==> config.mk <==
export PLATFORM = sky130hd
export DESIGN_NAME = seg_scan_capture
export DESIGN_NICKNAME = d
export VERILOG_FILES = /design/src/rtl/seg_scan_capture.sv
export SDC_FILE = /design/constraint.sdc
export NUM_CORES = 1
export LEC_CHECK = 0
export ABC_AREA = 1
export BUFFER_PORTS_ARGS = -buffer_cell sky130_fd_sc_hd__buf_4
export CORE_AREA = 4 4 115 117
export CTS_BUF_LIST = sky130_fd_sc_hd__clkbuf_8
export CTS_CLUSTER_SIZE = 8
export DETAILED_ROUTE_END_ITERATION = 16
export DIE_AREA = 0 0 119 121
export SYNTH_ARGS = -nofsm -noshare
export SYNTH_HDL_FRONTEND = slang
export SYNTH_SLANG_ARGS = --single-unit
==> constraint.sdc <==
create_clock -name CLK -period 3.6 [get_ports CLK]
set_input_delay 0.18 -clock CLK [delete_from_list [all_inputs] [get_ports CLK]]
set_output_delay 0.18 -clock CLK [all_outputs]
set_load 0.005 [all_outputs]
==> src/rtl/seg_scan_capture.sv <==
// seg_scan_capture: reader/monitor for a multiplexed 4-digit 7-segment display bus.
// Follows the digit scan, waits for each strobe/pattern to settle, captures the
// segments and decodes them back to hex nibbles plus dp/blank/error flags.
// Optional feature macro: SEG_CHANGE_DETECT_EN adds the CHANGED output and a
// 28-bit shadow of the last completed frame.
module seg_scan_capture #(
  parameter bit          ACTIVE_LOW = 1'b1,
  parameter int unsigned SETTLE     = 4,
  parameter int unsigned TIMEOUT    = 4096
) (
  input  logic        CLK,
  input  logic        RST,
  input  logic [3:0]  DIG,
  input  logic [7:0]  SEG,
  output logic [15:0] HEX,
  output logic [3:0]  DP,
  output logic [3:0]  BLANK,
  output logic [3:0]  ERR,
  output logic        FRAME_VALID,
  output logic        FRAME_DONE,
  output logic        SCAN_ERR,
  output logic        STALE
`ifdef SEG_CHANGE_DETECT_EN
  ,
  output logic        CHANGED
`endif
);

  localparam int unsigned   TW       = $clog2(TIMEOUT + 1);
  localparam logic [TW-1:0] TMAX     = TW'(TIMEOUT);
  localparam logic [TW-1:0] TLAST    = TW'(TIMEOUT - 1);
  localparam logic [7:0]    SLAST    = 8'(SETTLE - 1);
  // Idle bus level, so the synchroniser does not fake a multi-strobe after reset
  localparam logic [3:0]    DIG_IDLE = {4{ACTIVE_LOW}};
  localparam logic [7:0]    SEG_IDLE = {8{ACTIVE_LOW}};

  typedef enum logic [1:0] {StIdle, StSettle, StCapture, StHold} state_t;

  // Returns {blank, err, nibble} for a gfedcba pattern
  function automatic logic [5:0] seg_decode(input logic [6:0] p);
    logic [5:0] r;
    r = 6'b0;
    case (p)
      7'h3F:   r[3:0] = 4'h0;
      7'h06:   r[3:0] = 4'h1;
      7'h5B:   r[3:0] = 4'h2;
      7'h4F:   r[3:0] = 4'h3;
      7'h66:   r[3:0] = 4'h4;
      7'h6D:   r[3:0] = 4'h5;
      7'h7D:   r[3:0] = 4'h6;
      7'h07:   r[3:0] = 4'h7;
      7'h7F:   r[3:0] = 4'h8;
      7'h6F:   r[3:0] = 4'h9;
      7'h77:   r[3:0] = 4'hA;
      7'h7C:   r[3:0] = 4'hB;
      7'h39:   r[3:0] = 4'hC;
      7'h5E:   r[3:0] = 4'hD;
      7'h79:   r[3:0] = 4'hE;
      7'h71:   r[3:0] = 4'hF;
      7'h00:   r[5]   = 1'b1;
      default: r[4]   = 1'b1;
    endcase
    return r;
  endfunction

  function automatic logic [2:0] pop4(input logic [3:0] v);
    return {2'b0, v[0]} + {2'b0, v[1]} + {2'b0, v[2]} + {2'b0, v[3]};
  endfunction

  logic [3:0]    dig_s1, dig_s2;
  logic [7:0]    seg_s1, seg_s2;
  logic [3:0]    dig_n;
  logic [7:0]    seg_n;
  logic [2:0]    dig_cnt;

  state_t        state_q;
  logic [3:0]    lat_dig_q;
  logic [7:0]    lat_seg_q;
  logic [7:0]    settle_q;
  logic [TW-1:0] tmo_q;
  logic [3:0]    seen_q;

  logic [1:0]    lat_idx;
  logic [5:0]    dec;
  logic [15:0]   hex_nx;
  logic [3:0]    dp_nx;
  logic [3:0]    blank_nx;
  logic [3:0]    err_nx;
  logic [3:0]    seen_nx;

`ifdef SEG_CHANGE_DETECT_EN
  logic [27:0]   shadow_q;
  logic          shadow_vld_q;
  logic [27:0]   frame_nx;
`endif

  // Two-flop synchroniser on the asynchronous display bus
  always_ff @(posedge CLK or posedge RST) begin
    if (RST) begin
      dig_s1 <= DIG_IDLE;
      dig_s2 <= DIG_IDLE;
      seg_s1 <= SEG_IDLE;
      seg_s2 <= SEG_IDLE;
    end else begin
      dig_s1 <= DIG;
      dig_s2 <= dig_s1;
      seg_s1 <= SEG;
      seg_s2 <= seg_s1;
    end
  end

  // Polarity normalisation to active-high
  always_comb begin
    dig_n   = dig_s2 ^ DIG_IDLE;
    seg_n   = seg_s2 ^ SEG_IDLE;
    dig_cnt = pop4(dig_n);
  end

  // Index of the latched one-hot strobe
  always_comb begin
    lat_idx = 2'd0;
    case (lat_dig_q)
      4'b0010: lat_idx = 2'd1;
      4'b0100: lat_idx = 2'd2;
      4'b1000: lat_idx = 2'd3;
      default: lat_idx = 2'd0;
    endcase
  end

  // Output values after writing the latched digit (used in CAPTURE)
  always_comb begin
    dec      = seg_decode(lat_seg_q[6:0]);
    hex_nx   = HEX;
    dp_nx    = DP;
    blank_nx = BLANK;
    err_nx   = ERR;
    hex_nx[{lat_idx, 2'b00} +: 4] = dec[3:0];
    dp_nx[lat_idx]    = lat_seg_q[7];
    blank_nx[lat_idx] = dec[5];
    err_nx[lat_idx]   = dec[4];
    seen_nx  = seen_q | lat_dig_q;
`ifdef SEG_CHANGE_DETECT_EN
    frame_nx = {hex_nx, dp_nx, blank_nx, err_nx};
`endif
  end

  // Scan FSM, frame tracking and timeout with registered outputs
  always_ff @(posedge CLK or posedge RST) begin
    if (RST) begin
      state_q      <= StIdle;
      lat_dig_q    <= 4'b0;
      lat_seg_q    <= 8'b0;
      settle_q     <= 8'b0;
      tmo_q        <= '0;
      seen_q       <= 4'b0;
      HEX          <= 16'b0;
      DP           <= 4'b0;
      BLANK        <= 4'b0;
      ERR          <= 4'b0;
      FRAME_VALID  <= 1'b0;
      FRAME_DONE   <= 1'b0;
      SCAN_ERR     <= 1'b0;
      STALE        <= 1'b0;
`ifdef SEG_CHANGE_DETECT_EN
      CHANGED      <= 1'b0;
      shadow_q     <= 28'b0;
      shadow_vld_q <= 1'b0;
`endif
    end else begin
      FRAME_DONE <= 1'b0;
`ifdef SEG_CHANGE_DETECT_EN
      CHANGED    <= 1'b0;
`endif
      case (state_q)
        StIdle: begin
          if (dig_cnt == 3'd1) begin
            state_q   <= StSettle;
            lat_dig_q <= dig_n;
            lat_seg_q <= seg_n;
            settle_q  <= 8'b0;
          end else if (dig_cnt > 3'd1) begin
            SCAN_ERR <= 1'b1;
          end
        end
        StSettle: begin
          if (dig_n != lat_dig_q || seg_n != lat_seg_q) begin
            // Any change restarts the settle window on the new value
            if (dig_cnt == 3'd1) begin
              lat_dig_q <= dig_n;
              lat_seg_q <= seg_n;
              settle_q  <= 8'b0;
            end else begin
              state_q <= StIdle;
            end
          end else if (settle_q == SLAST) begin
            state_q <= StCapture;
          end else begin
            settle_q <= settle_q + 8'd1;
          end
        end
        StCapture: begin
          HEX     <= hex_nx;
          DP      <= dp_nx;
          BLANK   <= blank_nx;
          ERR     <= err_nx;
          STALE   <= 1'b0;
          tmo_q   <= '0;
          state_q <= StHold;
          if (seen_nx == 4'hF) begin
            FRAME_DONE  <= 1'b1;
            FRAME_VALID <= 1'b1;
            seen_q      <= 4'b0;
`ifdef SEG_CHANGE_DETECT_EN
            CHANGED      <= !shadow_vld_q || (frame_nx != shadow_q);
            shadow_q     <= frame_nx;
            shadow_vld_q <= 1'b1;
`endif
          end else begin
            seen_q <= seen_nx;
          end
        end
        StHold: begin
          // Leave only once the strobe moves, so one strobe period captures once
          if (dig_n != lat_dig_q) begin
            state_q <= StIdle;
          end
        end
        default: state_q <= StIdle;
      endcase

      // Saturating timeout; CAPTURE never counts, so a capture beats expiry
      if (state_q != StCapture && tmo_q != TMAX) begin
        tmo_q <= tmo_q + TW'(1);
        if (tmo_q == TLAST) begin
          STALE       <= 1'b1;
          FRAME_VALID <= 1'b0;
          seen_q      <= 4'b0;
`ifdef SEG_CHANGE_DETECT_EN
          shadow_vld_q <= 1'b0;
`endif
        end
      end
    end
  end

endmodule
==> results.cfg <==
[detailed_routing]
avgViaCountPerCell = 4.57
dr.pass1.iters = 4
num_vias = 3813
drc = 0
drtIter0Drc = 214
wirelength_mm = 9.93
ant_nets = 0
routedWlPerCell_um = 11.9

[floorplan]
dieArea_um2 = 14400
coreArea_um2 = 12400
die_y_um = 121
num_rows = 41
start_util_pct = 39.0
io_pins = 46
die_w_um = 119

[synth]
syn_nets = 621
synth_top_flop_cell = dfrtp_1
async_flop_share_pct = 100
yosys.area.top_type_share_pct = 36.8
ys_seq_area_share_pct = 49.9
synth-edff-count = 0
yosys-top-cells-count = nand2_1 (185), inv_1 (81), dfrtp_1 (71), nor2_1 (54), o21ai_0 (30)
synthTopCellsByArea = dfrtp_1 (37%), nand2_1 (14%), dfstp_2 (13%)
avgSynthCellArea_um2 = 8.10
synth_cell_types = 42
ys_seq_elements = 95
syn_area_um2 = 4830
ys_warn_count = 0
yosysTopAreaCell = dfrtp_1
netlist_instances = 596
yosysMostFrequentCell = nand2_1

[global_routing]
grt-ovfl-total = 0
grt_start_max_net_pins = 44
grt_pass1_vias = 3745
grt_pass1_wl_mm = 17.2
antenna_found_initial = 0
grt.total_usage_pct = 14.7

[placed_design]
gp_congestion = 0.802
dpl.hpwl_mm = 7.34
io_buffers = 45

[timing]
setup_viol = 0
hold_viol_final = 0
tightest_slew_ns = 0.762
slew_violations = 0
fin_crit_sh_pct = 80.2
rsz0062_at_grt = no
fmax_mhz = 347
tns_ns = 0
fin_skew_ns = 0.00628
max-slew-margin-rel_pct = 49.2
post-route-min-period_ns = 2.89

[clocking]
clk_latency_ns = 0.38
clockRootBuffer = clkbuf_8
cts_max_level = 3
cts_tree = done
clk_pin_slew_ns = 0.09
cts.sinks = 95
post_cts_resized = 0
cts_buffers = 9
ctsLongestPathBuffers = 2
post_cts_buffers = 0

[worst_setup_path]
worstPathMaxFanout = 26
critPathKind = flip-flop to flip-flop
crit_path_end_kind = flip-flop
cp.required_ns = 3.83
cp-start-kind = flip-flop
worstPathArrival_ns = 3.12

[pwr]
intPower_uw = 1810
switching_share_pct = 35.4
power_switching_uw = 992
p_clk_share_pct = 27.6
p_leak_uw = 0.00292
irDropWorstVdd_v = 0.000274
seqPwrFrac_pct = 47.0
power_frac_comb_pct = 25.4
pwr_density_cell_nw_per_um2 = 494

[layout]
areaGrowthSynthToFinish_pct = 17.4
fill_cells = 1219
drive_gt1_share_pct = 17.5
antenna-diode-count = 0
final_core_util_pct = 45.8
fin_nets = 682

[min_path]
hp-class = flip-flop to flip-flop

[status]
status = finished, final reports clean

[flow_run]
drv_cap = 0
[metal layers]
layer  routed length, µm  global-route usage [%]  part of all wire (%)  vias up
met1                4850                    20.0                    49     1738
met4                 146                    6.08                   1.5        0
met2                4510                    23.0                    45       65
li1                    -                       -                     -     2000
met5                   0                       0                     0        -
met3                 427                    2.98                   4.3       10
[cells by family after synthesis]
logic type / Yosys count / share of synthesized area, %
flops: 95 / 49.9
xor+xnor: 8 / 1.45
mux: 1 / 0.207
fa+ha+maj: 11 / 3.01
simple gates: 315 / 28.4
compound gates: 65 / 8.22
buf+inv: 101 / 8.81
[placed cells by master (no fill, tap or decap), drive strengths merged]
master and count:
a211oi 1, a21oi 16, a221oi 1, a22o 1
and2 1, buf 48, bufinv 2, clkbuf 10
clkinv 4, clkinvlp 2, dfrtp 71, dfstp 24
dlygate4sd3 13, fa 1, ha 10, inv 88
mux2i 1, nand2 186, nand3 27, nand4 19
nor2 60, nor3 15, nor3b 3, nor4 4
o211ai 2, o21a 2, o21ai 37, o21bai 3
o22ai 2, xnor2 4, xor2 4
[area by class of cell]
class	count	area, µm²	share of cell area, %
clock buffers	10	138	2.43
clock inverters	6	83.8	1.48
inverters	90	339	5.98
multi-input cells	400	1990	35.2
flip-flops and latches	95	2410	42.5
well taps	172	215	3.80
repair buffers	61	490	8.66
[registers in the layout, indices dropped and copies added, names as in the netlist, named ones only]
register,count
seg_s1,8
lat_dig_q,4
seen_q,4
lat_seg_q,8
BLANK,4
DP,4
settle_q,8
state_q,1
seg_s2,8
FRAME_VALID,1
dig_s2,4
ERR,4
SCAN_ERR,1
tmo_q,13
STALE,1
dig_s1,4
FRAME_DONE,1
HEX,16
[power groups by stage]
stage	registers, µW	logic (µW)	clock network, µW
floorplan	1260	649	0
global placement	1330	684	0
detailed placement	1330	701	0
CTS	1320	715	803
global route	1340	823	852
finish	1320	710	773
[repair_timing]
item,in CTS,in global routing
endpoints found under the hold margin,46,0
endpoints found under the setup margin,0,0
hold buffers,13,0
[through the flow]
stage / hold WS [ns] / setup slack (ns) / power, µW / cell area (µm²) / instances
after CTS: 0.356 / 0.687 / 2830 / 5670 / 834
after floorplan: 0.184 / 0.983 / 1910 / 4830 / 596
after detailed placement: 0.289 / 0.759 / 2040 / 5320 / 805
after global placement: 0.289 / 0.856 / 2010 / 5320 / 805
after global routing: 0.365 / 0.471 / 3010 / 5670 / 834
final: 0.358 / 0.714 / 2800 / 5670 / 834
[final timing paths]
check	slack, ns	start	end	depth (start not counted)
max	0.71	dig_s2[1]$_DFF_PP1_	lat_seg_q[5]$_DFFE_PP0P_	11
min	0.36	seg_s1[2]$_DFF_PP1_	seg_s2[2]$_DFF_PP1_	0
max reg2reg	0.71	dig_s2[1]$_DFF_PP1_	lat_seg_q[5]$_DFFE_PP0P_	11
min reg2reg	0.36	seg_s1[2]$_DFF_PP1_	seg_s2[2]$_DFF_PP1_	0
max in group asynchronous	2.27	RST	seg_s2[1]$_DFF_PP1_	4
min in group asynchronous	0.47	RST	tmo_q[10]$_DFFE_PP0P_	3
[worst max-delay path, stage by stage (launching register included)]
cell and delay (ns):
dfstp_2 0.58, fa_1 0.43, inv_1 0.07, ha_1 0.16
inv_1 0.05, ha_1 0.27, nor3_1 0.33, inv_1 0.19
nor2_1 0.22, o21ai_4 0.24, nand2_1 0.11, o21ai_0 0.09
No activity file was read; power rests on OpenSTA's default activity.
